===== src/rtl/tiny45_mem_ctrl.sv =====
// Load/store stage behind the nibble-serial core: one 32-bit bus transaction per request,
// load data streamed back as nibbles. Optional macro TINY45_MEMCTL_ALIGN_CHECK_EN adds misalign_err.
module tiny45_mem_ctrl #(
    parameter int ADDR_BITS = 28
) (
    input  logic                 clk,
    input  logic                 rstn,
    input  logic [2:0]           counter,
    input  logic                 address_ready,
    input  logic                 is_load,
    input  logic                 is_store,
    input  logic [2:0]           mem_op,
    input  logic [ADDR_BITS-1:0] addr_in,
    input  logic [3:0]           store_nibble,
    output logic [3:0]           load_nibble,
    output logic                 load_data_ready,
    output logic                 busy,
    output logic                 overrun,
    output logic [ADDR_BITS-3:0] mem_addr,
    output logic [31:0]          mem_wdata,
    output logic [3:0]           mem_wstrb,
    output logic                 mem_read,
    output logic                 mem_write,
    input  logic                 mem_ready,
    input  logic [31:0]          mem_rdata
`ifdef TINY45_MEMCTL_ALIGN_CHECK_EN
    ,
    output logic                 misalign_err
`endif
);

    typedef enum logic [2:0] {IDLE, READ, WRITE, ALIGN, STREAM} state_t;

    state_t      state;
    logic [31:0] sdata;
    logic [31:0] store_word;
    logic [31:0] rbuf;
    logic [31:0] load_word;
    logic [31:0] wdata_next;
    logic [3:0]  wstrb_next;
    logic [7:0]  lane_byte;
    logic [15:0] lane_half;
    logic [2:0]  op_q;
    logic [1:0]  off_q;
    logic [1:0]  off;
    logic        request;
    logic        misaligned;

    // NOTE: every variable written here gets a default first, so no path can infer a latch.
    always_comb begin
        store_word = {store_nibble, sdata[31:4]};
        off        = addr_in[1:0];
        request    = address_ready && (is_load || is_store);
        misaligned = 1'b0;
`ifdef TINY45_MEMCTL_ALIGN_CHECK_EN
        misaligned = (mem_op[1:0] == 2'b01 && off[0]) || (mem_op[1:0] == 2'b10 && off != 2'b00);
`endif
        wstrb_next = 4'b1111;
        wdata_next = store_word;
        case (mem_op[1:0])
            2'b00: begin
                wstrb_next = 4'b0001 << off;
                wdata_next = {4{store_word[7:0]}};
            end
            2'b01: begin
                wstrb_next = 4'b0011 << {off[1], 1'b0};
                wdata_next = {2{store_word[15:0]}};
            end
            default: ;
        endcase
    end

    // Lane select and extension use the op/offset captured with the request.
    always_comb begin
        lane_byte = mem_rdata[{off_q, 3'b000} +: 8];
        lane_half = off_q[1] ? mem_rdata[31:16] : mem_rdata[15:0];
        case (op_q[1:0])
            2'b00:   load_word = {{24{~op_q[2] & lane_byte[7]}}, lane_byte};
            2'b01:   load_word = {{16{~op_q[2] & lane_half[15]}}, lane_half};
            default: load_word = mem_rdata;
        endcase
    end

    always_comb begin
        load_nibble = load_data_ready ? rbuf[{counter, 2'b00} +: 4] : 4'h0;
    end

    // NOTE: sequential state uses non-blocking assignments so all registers update together.
    always_ff @(posedge clk or negedge rstn) begin
        if (!rstn) begin
            sdata <= '0;
        end else begin
            sdata <= store_word;
        end
    end

    always_ff @(posedge clk or negedge rstn) begin
        if (!rstn) begin
            state           <= IDLE;
            busy            <= 1'b0;
            load_data_ready <= 1'b0;
            overrun         <= 1'b0;
            mem_addr        <= '0;
            mem_wdata       <= '0;
            mem_wstrb       <= '0;
            mem_read        <= 1'b0;
            mem_write       <= 1'b0;
            rbuf            <= '0;
            op_q            <= '0;
            off_q           <= '0;
`ifdef TINY45_MEMCTL_ALIGN_CHECK_EN
            misalign_err    <= 1'b0;
`endif
        end else begin
            overrun <= request && (state != IDLE);
`ifdef TINY45_MEMCTL_ALIGN_CHECK_EN
            misalign_err <= 1'b0;
`endif
            case (state)
                IDLE: begin
                    if (request) begin
                        mem_addr <= addr_in[ADDR_BITS-1:2];
                        op_q     <= mem_op;
                        off_q    <= off;
                        if (misaligned) begin
`ifdef TINY45_MEMCTL_ALIGN_CHECK_EN
                            misalign_err <= 1'b1;
`endif
                            // A rejected load still returns a zero word so the core completes.
                            if (is_load) begin
                                rbuf  <= '0;
                                state <= ALIGN;
                                busy  <= 1'b1;
                            end
                        end else if (is_load) begin
                            mem_read <= 1'b1;
                            state    <= READ;
                            busy     <= 1'b1;
                        end else begin
                            mem_write <= 1'b1;
                            mem_wdata <= wdata_next;
                            mem_wstrb <= wstrb_next;
                            state     <= WRITE;
                            busy      <= 1'b1;
                        end
                    end
                end
                READ: begin
                    if (mem_ready) begin
                        rbuf     <= load_word;
                        mem_read <= 1'b0;
                        if (counter == 3'd7) begin
                            state           <= STREAM;
                            load_data_ready <= 1'b1;
                        end else begin
                            state <= ALIGN;
                        end
                    end
                end
                WRITE: begin
                    if (mem_ready) begin
                        mem_write <= 1'b0;
                        state     <= IDLE;
                        busy      <= 1'b0;
                    end
                end
                ALIGN: begin
                    if (counter == 3'd7) begin
                        state           <= STREAM;
                        load_data_ready <= 1'b1;
                    end
                end
                STREAM: begin
                    if (counter == 3'd7) begin
                        state           <= IDLE;
                        load_data_ready <= 1'b0;
                        busy            <= 1'b0;
                    end
                end
                default: begin
                    state <= IDLE;
                    busy  <= 1'b0;
                end
            endcase
        end
    end

endmodule


===== config.mk =====
export PLATFORM = sky130hd
export DESIGN_NAME = tiny45_mem_ctrl
export DESIGN_NICKNAME = d
export VERILOG_FILES = /design/src/rtl/tiny45_mem_ctrl.sv
export SDC_FILE = /design/constraint.sdc
export NUM_CORES = 1
export LEC_CHECK = 0
export CAP_MARGIN = 10
export CELL_PAD_IN_SITES_DETAIL_PLACEMENT = 1
export CELL_PAD_IN_SITES_GLOBAL_PLACEMENT = 1
export CORE_MARGIN = 1
export CORE_UTILIZATION = 42
export DETAILED_ROUTE_END_ITERATION = 10
export HOLD_SLACK_MARGIN = 0.1
export PLACE_DENSITY = 0.92
export SETUP_SLACK_MARGIN = 0.15
export SLEW_MARGIN = 20
export SYNTH_ARGS = -nofsm -noshare
export SYNTH_HDL_FRONTEND = slang
export SYNTH_SLANG_ARGS = --single-unit

===== constraint.sdc =====
create_clock -name clk -period 4.2 [get_ports clk]
set_input_delay 0.84 -clock clk [delete_from_list [all_inputs] [get_ports clk]]
set_output_delay 0.84 -clock clk [all_outputs]
set_load 0.03 [all_outputs]

==> summary.md, run 1 <==
| Metric | Value |
|---|---|
| Top cells by area, synth | dfrtp_1 56%, mux2i_1 6.4%, mux2_2 6.3% |
| Leak | 3.49 nW |
| Leading cell types in the layout, fill and taps excluded | 144 x clkdlybuf4s50_1, 135 x dfrtp_1, 73 x nand2_1 |
| Worst-case clock buffer depth | 2 |
| Worst reg2reg path startpoint | state[0]$_DFFE_PN0P_ |
| Top-area cell type share of the netlist area | 55.5% |
| Max VDD drop | 0.313 mV |
| Clk slew on worst S/H paths | 60 ps |
| Post-synth top area cell | dfrtp_1 |
| CTS tree | done |
| Final setup vio count | 0 |
| DIE AREA | 15000 um2 |
| WHS | 375 ps |
| Most used DFF post-synth | dfrtp_1 |
| Crit path max fanout | 10 |
| Hold Crit Class | flip-flop to flip-flop |
| Global placer's final weighted congestion | 0.876 |
| Worst-Skew Late Latency | 420 ps |
| Worst Setup EP | load_nibble[3] |
| Power Dens Cells | 776 nW/um2 |
| # DRC | 0 |
| Measured slew at the worst slew-check pin | 985 ps |
| Register Area | 3380 um2 |
| Crit Path Category | input port to output pin |
| Final period util | 87.8% |
| 1st-pass router iterations | 4 |
| Global route overflow | 0 |
| All-Layer GR Usage | 27.2% |
| R2r endpoint | rbuf[20]$_DFFE_PN0P_ |
| Critical path launch point | counter[1] |
| Post-CTS Hold Fix Bufs | 0 |
| CP Launch Type | input port |
| Top Ports | 147 |
| Final wirelength | 19300 um |
| Core Region | 14000 um2 |
| Commonest non-fill, non-tap cell in the layout | clkdlybuf4s50_1 |
| Avg WL per Cell | 22.2 um |
| Die W | 122 um |
| Footprint of the multi-input gates | 2490 um2 |
| DP Cell Count | 842 |
| Share of cells above drive strength 1 | 13.3% |
| Post-DP Area | 7650 um2 |
| Final min period | 3690 ps |
| # port buffers | 146 |
| WP data required | 3360 ps |
| Global-route wire length before repair | 30400 um |
| Nets | 757 |
| Starting DRT DRC Count | 287 |
| Post-route ant nets | 0 |
| Slew Viols, Final | 0 |
| Synth Area per Inst | 11.2 um2 |
| Status | complete, no violations |
| Crit path arrival time | 2850 ps |
| Die Y | 122 um |
| Pre-CTS WS | 236 ps |
| Max-Cap Viols | 0 |
| Vias | 5118 |
| FILL cells | 1488 |
| Post-cts sizing count | 0 |
| Setup Buffers After CTS | 0 |
| Synth Cell Area | 6080 um2 |
| RSZ-0062 raised after global routing | false |
| TritonCTS Buffers | 17 |
| Site row count | 43 |
| CTS Sinks | 135 |
| Worst Reg-to-Reg Cells | 5 |
| Worst reg2reg setup slack | 1680 ps |
| Setup crit end kind | output pin |
| Design area | 8200 um2 |
| Antenna violations before repair | 0 |
| Largest net degree at the start of global routing | 123 |
| Vias in the first global route | 5544 |
| H-tree depth | 4 |
| Post-route insts no fill | 873 |
| Synth warn | 0 |
| TNS Setup | 0 ps |
| Initial core utilization | 43.5% |
| Clock Skews | 11.2 ps |
| Final worst slack | 513 ps |
| Final HPWL DP | 12500 um |
| EDFF count, synth | 0 |
| Seq/Total Area, Yosys | 55.5% |
| Syn Inst Count | 545 |
| Total power | 6.37 mW |
| Fmax | 271 MHz |
| Endpoints failing hold | 0 |
| Final Core Density | 58.6% |
| Diodes inserted | 0 |
| Async SR Flop Fraction | 100% |
| Root buf cell | clkbuf_16 |
| Synth unique cells | 47 |
| Syn Nets | 621 |
| Post-DR vias/cell | 5.86 |
| Slew headroom | 34.3% |
| Yosys reg bits | 135 |
| Area grow syn2layout | 34.9% |
-- state kept, by name (all words and copies together) (netlist names) --
register	flops
mem_wdata	32
rbuf	32
sdata	28
mem_addr	26
mem_wstrb	4
op_q	3
state	3
off_q	2
busy	1
load_data_ready	1
mem_read	1
mem_write	1
overrun	1
-- logic make-up (layout without fill, tap and decap cells) --
logic type             Yosys count  after routing  synth area share [%]
multiplexers                    82             82                  15.9
AO/OA/AOI/OAI                  145            145                  14.1
buffers and inverters           44            192                  3.56
flip-flops                     135            135                  55.5
AND/OR/NAND/NOR                139            139                  11.0
-- synth_stat cells, types with 3 or more instances --
cell type / instances
buf_6: 4
inv_1: 5
a22oi_1: 7
nor2_1: 25
nor2b_1: 6
o21ai_0: 61
o22a_1: 8
mux2_2: 34
dfrtp_1: 135
nand3_1: 8
mux2i_1: 39
buf_2: 14
a21oi_1: 40
o211ai_1: 16
nand2b_1: 3
mux4_2: 8
clkbuf_1: 18
nand2_1: 73
nand4_1: 7
-- worst min-delay path by stage --
stage / startpoint / to / slack [ps] / cells after the start
global placement: sdata[25]$_DFF_PN0_ / sdata[21]$_DFF_PN0_ / 360 / 0
finish: sdata[29]$_DFF_PN0_ / sdata[25]$_DFF_PN0_ / 370 / 0
detailed placement: sdata[29]$_DFF_PN0_ / sdata[25]$_DFF_PN0_ / 360 / 0
floorplan: sdata[20]$_DFF_PN0_ / sdata[16]$_DFF_PN0_ / 350 / 0
global route: sdata[29]$_DFF_PN0_ / sdata[25]$_DFF_PN0_ / 380 / 0
CTS: sdata[29]$_DFF_PN0_ / sdata[25]$_DFF_PN0_ / 380 / 0
-- per-layer routing --
metal	wire length [um]	vias to the layer above	global-route usage, %
met5	0	-	0
met4	658	0	14.6
met3	1360	55	7.39
met2	9410	245	43.0
met1	7910	2595	33.8
li1	-	2223	-
-- worst max-delay path: stages --
cell,delay [ps]
clkdlybuf4s50_1,770
mux4_2,390
mux2i_1,170
nor2b_1,80
clkdlybuf4s50_1,590
-- layout make-up --
cell class	instances	share of cell area, %
Clock buffer	24	6.12
Clock inverter	7	0.534
Inverter	5	0.229
Multi-Input combinational cell	366	30.4
Sequential cell	135	41.2
Tap cell	180	2.75
Timing Repair Buffer	156	18.8
-- power breakdown --
group | internal, mW | switching (mW) | total (mW)
logic | 1.17 | 1.51 | 2.69
clock network | 0.827 | 0.560 | 1.39
registers | 1.81 | 0.482 | 2.29
total | 3.81 | 2.56 | 6.37
Power figures use the tool's default switching activity.
==> run 2, diff against run 1 <==
Settings changed: CORE_MARGIN 1 to 2, SKIP_CTS_REPAIR_TIMING set to 1.
==> run 2 against run 1 <==
  * Register-to-register slack gained 150 ps
  * Clock-buffer cell count is the same
  * Fmax shrank 2.1%
  * Final area grew 0.96%
  * Largest power group unchanged
==> summary.md, run 2 (same netlist as run 1, synthesis figures left out) <==
| Metric | Value |
|---|---|
| Power Dens Cells | 795 nW/um2 |
| Core Region | 14000 um2 |
| Comb power frac | 41.0% |
| Leading cell types in the layout, fill and taps excluded | 145 x clkdlybuf4s50_1, 135 x dfrtp_1, 73 x nand2_1 |
| Most Frequent Cell on Critical Path | clkdlybuf4s50_1 |
| Max Used Layer | met4 |
| Largest net degree at the start of global routing | 120 |
| Starting DRT DRC Count | 498 |
| CP Launch Type | input port |
| Max-Cap Viols | 0 |
| Antenna violations before repair | 0 |
| Area grow syn2layout | 36.2% |
| Worst-Skew Late Latency | 420 ps |
| CTS Sinks | 135 |
| Post-DR vias/cell | 5.80 |
| Final setup vio count | 0 |
| RSZ-0062 raised after global routing | false |
| All-Layer GR Usage | 25.8% |
| Hold Crit Class | flip-flop to flip-flop |
| Crit path buf inv count | 3 |
| Share of cells above drive strength 1 | 13.1% |
| Pre-CTS WS | 474 ps |
| DIE AREA | 15500 um2 |
| Final HPWL DP | 13200 um |
| Post-route ant nets | 0 |
| Switch share | 38.6% |
| 1st-pass router iterations | 6 |
| Slew Viols, Final | 0 |
| Crit path max fanout | 10 |
| CP max-delay cell | clkdlybuf4s50_1 |
| Crit path arrival time | 2920 ps |
| Endpoints failing hold | 0 |
| Clock Skews | 7.40 ps |
| Critical path's top delay family | buffers and inverters |
| H-tree depth | 4 |
| Global placer's final weighted congestion | 0.855 |
| Measured slew at the worst slew-check pin | 941 ps |
| Die W | 124 um |
| Top flop regs | mem_wdata x32, rbuf x32, sdata x28 |
| Met1 WL | 8080 um |
| Slew headroom | 37.3% |
| Final wirelength | 19700 um |
| Global-route wire length before repair | 31300 um |
| Reg power frac | 34.7% |
| CTS tree | done |
| Clk pwr share | 24.3% |
| Fmax | 266 MHz |
| Site row count | 43 |
| Status | complete, no violations |
| TritonCTS Buffers | 17 |
| Nets | 756 |
| # DRC | 0 |
| Initial core utilization | 43.5% |
| Vias in the first global route | 5564 |
| # port buffers | 146 |
| Final min period | 3760 ps |
| Crit Path Category | input port to output pin |
| CP cell instances | clkdlybuf4s50_1, buf_4, mux4_2, mux2i_1, nor2b_1, clkdlybuf4s50_1 |
| Top Ports | 147 |
| Final period util | 89.6% |
| Root buf cell | clkbuf_16 |
| Final worst slack | 436 ps |
| Hold Path Depth | 0 |
| Die Y | 124 um |
| Number of cells on the critical path | 6 |
| Routed wl met3 | 1140 um |
| Clk slew on worst S/H paths | 60 ps |
| Slowest stage delay, CP | 610 ps |
| WP data required | 3360 ps |
| Worst Reg-to-Reg Cells | 5 |
| Commonest non-fill, non-tap cell in the layout | clkdlybuf4s50_1 |
| Setup crit end kind | output pin |
| Internal | 4.04 mW |
| Worst-case clock buffer depth | 2 |
| Max VDD drop | 0.380 mV |
| Diodes inserted | 0 |
| Vias | 5062 |
| Avg WL per Cell | 22.6 um |
| Leak | 3.52 nW |
| Global route overflow | 0 |
| Switching power | 2.54 mW |
| TNS Setup | 0 ps |
| Met2 WL | 9830 um |
-- run 2: cell count changes in the layout (fill, tap and decap cells not counted), sizes merged --
| cell | delta |
|---|---|
| clkinv | -1 |
| buf | -1 |
| dlymetal6s2s | -1 |
| clkinvlp | -1 |
| inv | -1 |
| clkdlybuf4s50 | +1 |
| bufinv | +4 |
-- run 2: through the flow --
stage	power, mW	utilization [%]	instance area (um2)	cells	hold WS [ps]
after floorplan	3.78	-	6080	545	353
after detailed placement	4.93	54.6	7640	841	367
final	6.58	59.2	8280	873	380
after CTS	6.61	59.2	8270	873	374
after global routing	6.88	59.2	8280	873	392
after global placement	4.74	54.6	7640	841	355
-- run 2: final cells by class --
class,instances,area [um2]
repair buffers,155,1530
clock inverters,8,143
multi-input cells,366,2490
inverters,5,18.8
fillers,1472,5710
clock buffers,24,492
well taps,180,225
flip-flops and latches,135,3380
-- run 2: worst register-to-register path: cells and delay by family (launching register included) --
family                 cells  cell delay, ps
DFF                        1             520
and+or+nand+nor            4            1490
buffers and inverters      1             290
-- run 2: power by group through the flow --
stage	registers [mW]	clock network (mW)	logic, mW
finish	2.28	1.60	2.70
detailed placement	2.28	0	2.66
global route	2.34	1.68	2.86
floorplan	2.70	0	1.08
CTS	2.27	1.62	2.71
global placement	2.22	0	2.52
-- run 2: final timing paths --
path / startpoint / endpoint / slack (ps)
setup / recovery: counter[0] / load_nibble[3] / 440
hold / removal: sdata[30]$_DFF_PN0_ / sdata[26]$_DFF_PN0_ / 380
setup reg to reg: state[2]$_DFFE_PN0P_ / rbuf[14]$_DFFE_PN0P_ / 1830
hold reg to reg: sdata[30]$_DFF_PN0_ / sdata[26]$_DFF_PN0_ / 380
max in group asynchronous: rstn / rbuf[8]$_DFFE_PN0P_ / 2780
min in group asynchronous: rstn / mem_wdata[25]$_DFFE_PN0P_ / 550
-- run 2: routing by layer --
metal | global-route usage, % | up-vias
li1 | - | 2219
met1 | 32.5 | 2574
met2 | 42.9 | 215
met3 | 6.06 | 54
met4 | 10.8 | 0
met5 | 0 | -
==> run 3, diff against run 2 <==
Settings changed: ABC_AREA set to 1, CORE_UTILIZATION 42 to 39, PLACE_DENSITY 0.92 to 0.91, SLEW_MARGIN 20 to 10.
==> run 3 against run 2 <==
  * Clock-buffer cell count fell by 6
  * Final cell count increased by 28%
  * Register-to-register slack got worse by 220 ps
  * Die area rose by 7.7%
  * Non-clock buffer count is the same
  * Sequential share of layout area is 0.074 points higher
  * Final area decreased by 0.18%
  * Critical endpoint unchanged
  * Largest cell class unchanged
  * Highest routed layer unchanged
==> summary.md, run 3 <==
| Metric | Value |
|---|---|
| Status | complete, no violations |
| Clock Skews | 17.5 ps |
| Clk slew on worst S/H paths | 70 ps |
| Measured slew at the worst slew-check pin | 949 ps |
| Leak | 3.99 nW |
| Worst reg2reg path startpoint | state[1]$_DFFE_PN0P_ |
| Final period util | 92.0% |
| Post-route ant nets | 0 |
| Power Dens Cells | 791 nW/um2 |
| Setup crit end kind | output pin |
| Footprint of the multi-input gates | 2340 um2 |
| All-Layer GR Usage | 27.2% |
| Syn Inst Count | 758 |
| Crit path arrival time | 3020 ps |
| Leading cell types in the layout, fill and taps excluded | 265 x nand2_1, 145 x clkdlybuf4s50_1, 135 x dfrtp_1 |
| Antenna violations before repair | 0 |
| Yosys reg bits | 135 |
| RSZ-0062 raised after global routing | false |
| 1st-pass router iterations | 4 |
| Hold Path Depth | 0 |
| CTS tree | done |
| Worst Reg-to-Reg Cells | 7 |
| Commonest non-fill, non-tap cell in the layout | nand2_1 |
| Largest net degree at the start of global routing | 90 |
| Final setup vio count | 0 |
| Area grow syn2layout | 35.6% |
| Worst-case clock buffer depth | 2 |
| CTS Sinks | 135 |
| Async SR Flop Fraction | 100% |
| Site row count | 45 |
| Worst reg2reg setup slack | 1610 ps |
| # port buffers | 146 |
| EDFF count, synth | 0 |
| CP cell instances | clkdlybuf4s50_1, buf_4, nor2_1, nor2_1, o21ai_0, o211ai_1, nand2_1, nor2_1, clkdlybuf4s50_1 |
| Avg WL per Cell | 19.6 um |
| Pre-CTS WS | 342 ps |
| R2r endpoint | mem_wdata[12]$_DFFE_PN0P_ |
| Post-DR vias/cell | 5.37 |
| Diodes inserted | 0 |
| Die W | 129 um |
| Final min period | 3860 ps |
| CP Launch Type | input port |
| Worst Hold Endpoint | sdata[27]$_DFF_PN0_ |
| Top flop regs | mem_wdata x32, rbuf x32, sdata x28 |
| Synth Area per Inst | 8.04 um2 |
| Post-synth top area cell | dfrtp_1 |
| Die Y | 129 um |
| Top-area cell type share of the netlist area | 55.4% |
| Final wirelength | 21900 um |
| Synth Cell Area | 6100 um2 |
| Starting DRT DRC Count | 621 |
| Synth cell count leaders | 265 x nand2_1, 135 x dfrtp_1, 65 x a21oi_1, 62 x o21ai_0, 58 x nor2_1 |
| FILL cells | 1786 |
| # DRC | 0 |
| Slew Viols, Final | 0 |
| HP Start | sdata[31]$_DFF_PN0_ |
| Synth unique cells | 25 |
| Register Area | 3380 um2 |
| Final HPWL DP | 14200 um |
| Vias in the first global route | 6465 |
| Global route overflow | 0 |
| Seq/Total Area, Yosys | 55.4% |
| H-tree depth | 4 |
| Top Ports | 147 |
| DIE AREA | 16600 um2 |
| Most Frequent Cell on Critical Path | nor2_1 |
| Max-Cap Viols | 0 |
| Nets | 966 |
| Crit path max fanout | 13 |
| Share of cells above drive strength 1 | 6.09% |
| WP data required | 3360 ps |
| Core Region | 15300 um2 |
| Vias | 5977 |
| Syn Nets | 834 |
| Top cells by area, synth | dfrtp_1 55%, nand2_1 16%, a21oi_1 5.3% |
| Max Used Layer | met4 |
| Global placer's final weighted congestion | 0.860 |
| Max VDD drop | 0.437 mV |
| Fmax | 259 MHz |
| Most frequent cell after synthesis | nand2_1 |
| Worst-Skew Late Latency | 440 ps |
| Initial core utilization | 40.0% |
| TNS Setup | 0 ps |
| CP max-delay cell | clkdlybuf4s50_1 |
| Synth warn | 0 |
| TritonCTS Buffers | 17 |
| Crit Path Category | input port to output pin |
| Slew headroom | 36.6% |
| Global-route wire length before repair | 34500 um |
| Met1 WL | 8770 um |
| Met2 WL | 10600 um |
| Hold Crit Class | flip-flop to flip-flop |
| Endpoints failing hold | 0 |
| Root buf cell | clkbuf_16 |
| Slowest stage delay, CP | 710 ps |
| Routed wl met3 | 1530 um |
| Final worst slack | 337 ps |
| Most used DFF post-synth | dfrtp_1 |
## run 3: cell count changes in the layout (fill, tap and decap cells not counted), moves of 7 or more
cell      delta
nand3_1     +34
o211ai_1    -12
mux2_2      -34
mux4_2       -8
mux2i_1     -39
o22a_1       -8
nand2_1    +192
nor2_1      +33
inv_1       +36
a22oi_1      -7
o21ai_1     +13
a21oi_1     +25
## run 3: cells by family (layout without fill, tap and decap cells)
logic type | count (synthesis) | in the layout | synth area share (%)
AO/OA/AOI/OAI | 148 | 148 | 12.5
buffers and inverters | 87 | 232 | 6.12
flip-flops | 135 | 135 | 55.4
AND/OR/NAND/NOR | 388 | 388 | 26.0
## run 3: layer usage
layer | up-vias | GRT usage [%]
met1 | 2963 | 32.8
met5 | - | 0
met3 | 69 | 7.60
met4 | 0 | 13.7
li1 | 2709 | -
met2 | 236 | 44.8
## run 3: cell type report
class / instances / share of cell area, %
multi-input cells: 536 / 28.4
well taps: 211 / 3.19
inverters: 45 / 2.04
flip-flops and latches: 135 / 40.9
repair buffers: 155 / 18.5
clock buffers: 18 / 5.19
clock inverters: 14 / 1.83
## run 3: through the flow
stage	power [mW]	instance area (um2)	util (%)	std cells	hold slack (ps)
floorplan	3.77	6100	-	758	354
global placement	4.79	7690	50.4	1082	358
detailed placement	4.93	7690	50.4	1082	361
CTS	6.56	8270	54.2	1114	381
global route	6.90	8270	54.2	1114	388
finish	6.54	8270	54.2	1114	379
## run 3: worst max path at each step
stage                from        endpoint  slack (ps)
2_1_floorplan  counter[1]  load_nibble[0]        1320
3_3_place_gp   counter[0]  load_nibble[3]         400
3_5_place_dp   counter[0]  load_nibble[3]         340
4_1_cts        counter[0]  load_nibble[3]         340
5_1_grt        counter[0]  load_nibble[1]         190
6_report       counter[0]  load_nibble[3]         340
## run 3: worst max-delay path, delay by kind of cell
family | cells | cell delay, ps
buffers and inverters | 3 | 1630
AND/OR/NAND/NOR | 4 | 330
AO/OA/AOI/OAI | 2 | 210
## run 3: where the power goes
group | internal (mW) | leakage, nW | switching [mW]
Clock | 0.847 | 0.292 | 0.692
Sequential | 1.79 | 1.64 | 0.402
Combinational | 1.02 | 2.06 | 1.78
Total | 3.66 | 3.99 | 2.88
